[src/rtl/eop_detect.sv]
// eop_detect: USB end-of-packet / bus-reset detector on the sampled D+/D- pair.
// Ports:
//   clk          - single clock, rising edge
//   rst          - synchronous active-high reset
//   d_plus       - D+ level, already synchronized to clk
//   d_minus      - D- level, already synchronized to clk
//   shift_enable - one-cycle bit-sample strobe
//   eop          - combinational SE0 indicator
//   eop_done     - registered one-cycle pulse on a valid EOP (SE0 x2..3 then J)
//   eop_error    - registered one-cycle pulse on a malformed EOP
//   bus_reset    - high while SE0 has lasted 4 or more bit samples
module eop_detect (
    input  logic clk,
    input  logic rst,
    input  logic d_plus,
    input  logic d_minus,
    input  logic shift_enable,
    output logic eop,
    output logic eop_done,
    output logic eop_error,
    output logic bus_reset
);
    typedef enum logic [2:0] {IDLE, SE0_1, SE0_2, SE0_3, BUS_RST} state_t;
    state_t state_q;
    logic   done_q, err_q;
    logic   se0, j;
    assign se0       = !d_plus && !d_minus;
    assign j         = d_plus && !d_minus;
    assign eop       = se0;
    assign eop_done  = done_q;
    assign eop_error = err_q;
    assign bus_reset = state_q == BUS_RST;
    // Pulses default low each cycle so they last exactly one cycle after the strobe.
    always_ff @(posedge clk) begin
        if (rst) begin
            state_q <= IDLE;
            done_q  <= 1'b0;
            err_q   <= 1'b0;
        end else begin
            done_q <= 1'b0;
            err_q  <= 1'b0;
            if (shift_enable) begin
                case (state_q)
                    IDLE:    state_q <= se0 ? SE0_1 : IDLE;
                    SE0_1: begin
                        state_q <= se0 ? SE0_2 : IDLE;
                        err_q   <= !se0;
                    end
                    SE0_2, SE0_3: begin
                        state_q <= se0 ? (state_q == SE0_2 ? SE0_3 : BUS_RST) : IDLE;
                        done_q  <= j;
                        err_q   <= !se0 && !j;
                    end
                    BUS_RST: state_q <= se0 ? BUS_RST : IDLE;
                    default: state_q <= IDLE;
                endcase
            end
        end
    end
endmodule

[config.mk]
export PLATFORM = sky130hd
export DESIGN_NAME = eop_detect
export DESIGN_NICKNAME = d
export VERILOG_FILES = /design/src/rtl/eop_detect.sv
export SDC_FILE = /design/constraint.sdc
export NUM_CORES = 1
export LEC_CHECK = 0
export CAP_MARGIN = 20
export CORE_AREA = 2 2 39 41
export CTS_CLUSTER_SIZE = 30
export DETAILED_ROUTE_END_ITERATION = 8
export DIE_AREA = 0 0 41 43
export SLEW_MARGIN = 0
export SYNTH_ARGS = -nofsm -noshare
export SYNTH_HDL_FRONTEND = slang
export SYNTH_SLANG_ARGS = --single-unit
[constraint.sdc]
create_clock -name clk -period 1.47 [get_ports clk]
set_clock_uncertainty 0.2 [all_clocks]
set_input_delay 0.2205 -clock clk [delete_from_list [all_inputs] [get_ports clk]]
set_output_delay 0.2205 -clock clk [all_outputs]
set_load 0.05 [all_outputs]
# Word level (Yosys, flattened, before mapping)
# Index checks and enable logic that the tools add are counted.
[op_classes]
add_sub_neg = 0
multipliers = 0
div_mod_pow = 0
magnitude_cmp = 0
n_eq_ne = 4
n_shift = 0
muxes = 7
bitwise_logic = 2
n_reduce_logical = 11
[op_table]
columns = ["cell", "n"]
rows = [
  ["3-bit case mux with 4 select lines", 1],
  ["3-bit 2-to-1 mux", 3],
  ["3-bit by 2-bit == test with 1-bit output, second input constant", 2],
  ["1-bit zero test", 4],
  ["2-bit OR reduction", 2],
  ["3-bit by 1-bit == test with 1-bit output, second input constant", 1],
  ["3-bit == test, second input constant", 1],
  ["1-bit logical AND", 3],
  ["3-bit zero test", 1],
  ["3-bit OR reduction", 1],
  ["2-bit 2-to-1 mux", 1],
  ["1-bit inverter", 2],
  ["1-bit case mux with 2 select lines", 1],
  ["1-bit 2-to-1 mux", 1],
]
[totals]
regBits = 5
latchBits = 0
ram_bits = 0
mem_bits_ro = 0
input_bits = 5
output_inout_bits = 4
elab_cells = 27
n_memories = 0

# Depth between registers and ports, before layout
[logic_depth]
depth_word = 5
mapped_depth = 3
depth_no_buf = 3

# Least setup slack after synthesis
# Ideal clock, no wire load.
[synth_timing]
path_type = "input to register"
start = "input port d_plus"
end = "register state_q[1]"
setup_ps = 91
arrival_ps = 1257
t_required_ps = 1179
setup_slack_ps = -78
stages = 3
path_buffers = 0
path_cell_list = "nor2_1 -> nand2_1 -> a311oi_1"
[synth_via]
elab_chain_len = 4
word_cells_on_any_way = 5
cone_classes = "3 x mux; 2 x reduce/logical"
[synth_lines]
columns = ["element", "line", "rtl"]
rows = [
  ["start, declared", "15", "input logic d_plus,"],
  ["1-bit zero test (*)", "27", "assign se0 = !d_plus && !d_minus;"],
  ["1-bit logical AND (*)", "27", ""],
  ["3-bit 2-to-1 mux or 2-bit 2-to-1 mux (tied branches)", "50, 46", ""],
  ["3-bit case mux with 4 select lines (*)", "43", "case (state_q)"],
  ["end signal, assigned", "44", "IDLE: state_q <= se0 ? SE0_1 : IDLE;"],
  ["end signal, assigned", "46", "state_q <= se0 ? SE0_2 : IDLE;"],
  ["end signal, assigned", "50", "state_q <= se0 ? (state_q == SE0_2 ? SE0_3 : BUS_RST) : IDLE;"],
  ["end, declared", "24", "state_t state_q;"],
]
# Mark *: on every way between the ends. The rest lies on a longest branch, timed or not.
# A chain may end at the register's enable or synchronous reset.

# Worst setup path after layout
[layout_timing]
start = "register state_q[0]"
end = "output port bus_reset"
[layout_via]
elab_chain_len = 1
[layout_lines]
columns = ["element", "line", "rtl"]
rows = [
  ["3-bit == test", "32", "assign bus_reset = state_q == BUS_RST;"],
  ["end, declared", "21", "output logic bus_reset"],
]
# No other way between the ends.

==> key figures <==
Synth
  – Synth top area share: 45.71%
  – Synth Cell Area: 219.0 um^2
  – Mapped Cells: 25
  – Synthesis-stage register bit count: 5
  – Synth Area per Inst: 8.758 um^2
  – Netlist cell types: 13
  – Ys Warns: 0
  – Top post-synthesis cells by area: dfxtp_1 (46%), nor2_1 (8.6%), nor4b_2 (6.9%)
  – Area leader, netlist: dfxtp_1
  – Sequential fraction of the synthesis area: 45.71%
  – Post-synth net total: 30

Global routing
  – First-pass GRT wire length: 952 um
  – Antenna violations before repair: 0
  – Total GRT Usage: 8.534%
  – Number of global-route vias before repair: 238
  – Largest net degree at the start of global routing: 8
  – Final global-route overflow total: 0

Setup path
  – Slowest stage cell, crit path: dfxtp_4
  – WP buf/inv: 1
  – CP Capture Type: primary output
  – Crit-path max FO: 6
  – CP required: 1050 ps
  – Crit-path max cell delay: 360 ps
  – Setup crit start kind: register
  – Worst path top cell family by delay: flip-flops
  – CP cell instances: nor2_4 > and2_4 > buf_12
  – Setup CP Type: register to primary output
  – Worst EP arrival: 1000 ps

Pwr
  – P_leak: 0.0001747 uW
  – Total Power Consumption: 354.0 uW
  – Max IR drop VDD: 492.6 uV
  – Pwr Density: 768.9 nW/um^2

Placed design
  – Post-place instance area: 406.6 um^2
  – GPL Wtd Cong: 0.7932
  – Buffers on Ports: 8

Floorplanning
  – Chip height: 43 um
  – Starting Density: 15.82%
  – Die X: 41 um
  – Core area: 1384 um^2
  – Full die area: 1763 um^2
  – Num ports: 9
  – # rows: 14

Route
  – DRT iter0 DRCs: 1
  – Routed length on met3: 55 um
  – WL per Instance: 8.746 um
  – Vias: 242
  – Vias per cell: 4.102
  – 1st-pass router iterations: 2
  – Wire length on met2: 249 um
  – DRC violations left: 0
  – Final ANT Viol Nets: 0
  – Total Wirelength: 516 um
  – Top Metal Used: met3
  – WL met1: 211 um

Clocking
  – Hold-fix buffers, CTS: 0
  – Post-CTS Setup Inserts: 0
  – Clock Path Buffers: 2
  – TritonCTS clock tree: done
  – Clk sinks: 5
  – Clk_lat worst skew: 240 ps
  – Total CTS buffers: 3
  – Worst-path clk slew: 40 ps
  – Root Buffer: clkbuf_4
  – H-Tree Depth: 1

Timing
  – RSZ-0062 raised after global routing: yes
  – Final Max Tran Viols: 0
  – Worst rel slew slack: 80.18%
  – Worst hold slack: 241.8 ps
  – Final setup fails: 0
  – Maximum clock frequency: 705.9 MHz
  – Final Critical Period: 1417 ps
  – Final hold violation count: 0
  – Final period util: 96.37%
  – Worst-Margin Slew: 293.4 ps

Layout
  – Commonest non-fill, non-tap cell in the layout: buf_4
  – Final #Nets: 49
  – Share of cells above drive strength 1: 46.51%
  – Most frequent cells in the layout: buf_4 (5), buf_12 (4), nor2_1 (3), clkbuf_4 (3), dfxtp_1 (3)
  – Post-route cell area: 460.4 um^2
  – Antenna diodes: 0
  – Area Growth Syn to Fin: 110.3%
  – Fin util: 33.27%
  – Filler cells: 149

Hold path
  – Worst hold-check path type: input pin to register

Flow run
  – Max-cap violations: 0

Run status
  – Status: finished clean
==> path summary, 6_finish.rpt <==
check	from	end	slack [ps]	cells after the start
setup / recovery	state_q[0]	bus_reset	50	3
hold / removal	d_minus	eop_done	240	3
setup reg to reg	state_q[2]	state_q[1]	190	3
hold reg to reg	state_q[1]	eop_done	300	2
==> kinds of logic after synthesis <==
logic type,share of synthesized area (%)
compound gates,16.57
buf+inv,3.430
simple gates,29.72
flops,45.72
mux,4.572
==> worst reg2reg max path, cell delays in order, from the launching register on <==
cell      delay (ps)
dfxtp_1          340
nor4b_2          310
a21oi_1          100
a311oi_1         240
==> flip-flops by register name (all words and copies together) (netlist names) <==
name	cells
state_q	3
eop_done	1
eop_error	1
==> through the flow <==
| step | setup TNS, ps | worst slack (ps) | instances |
|---|---|---|---|
| 2_1_floorplan | 0 | 181.9 | 25 |
| 3_3_place_gp | -692.0 | -142.3 | 55 |
| 3_5_place_dp | -792.7 | -170.6 | 55 |
| 4_1_cts | 0 | 1.573 | 59 |
| 5_1_grt | 0 | 1.065 | 59 |
| 6_report | 0 | 53.33 | 59 |
==> per-layer routing <==
| metal | global-route usage [%] | vias to the layer above |
|---|---|---|
| li1 | - | 128 |
| met4 | 0 | 0 |
| met3 | 9.424 | 0 |
| met2 | 12.19 | 8 |
| met5 | 0 | - |
| met1 | 9.003 | 106 |
==> final cells by class <==
cell class | count | area [um^2] | area share (%)
Multi-Input combinational cell | 18 | 132.6 | 28.80
Sequential cell | 5 | 107.6 | 23.37
Tap cell | 16 | 20.02 | 4.348
Timing Repair Buffer | 14 | 166.4 | 36.14
Inverter | 2 | 7.507 | 1.630
Clock buffer | 4 | 26.28 | 5.707
==> report_power, final <==
part           switching [uW]  internal (uW)  total [uW]
Combinational            25.4           32.6        58.0
Clock                    55.1            103         158
Sequential               3.13            135         138
Total                    83.7            270         354
==> repair_timing <==
item | 4_1_cts | 5_1_grt
setup endpoints to repair | 2 | 2
gates resized for setup | 6 | 6
pin swaps | 1 | 0
gates cloned | 0 | 0
==> Yosys cell counts <==
master / instances
o41ai_1: 1
mux2i_1: 1
nand2_1: 2
a32oi_1: 1
nor2_1: 5
nor3_1: 2
nor4b_2: 1
a21oi_1: 2
or3_1: 1
a311oi_1: 1
dfxtp_1: 5
inv_1: 2
and2_2: 1
Note: power is estimated with default switching activity, not from simulation.
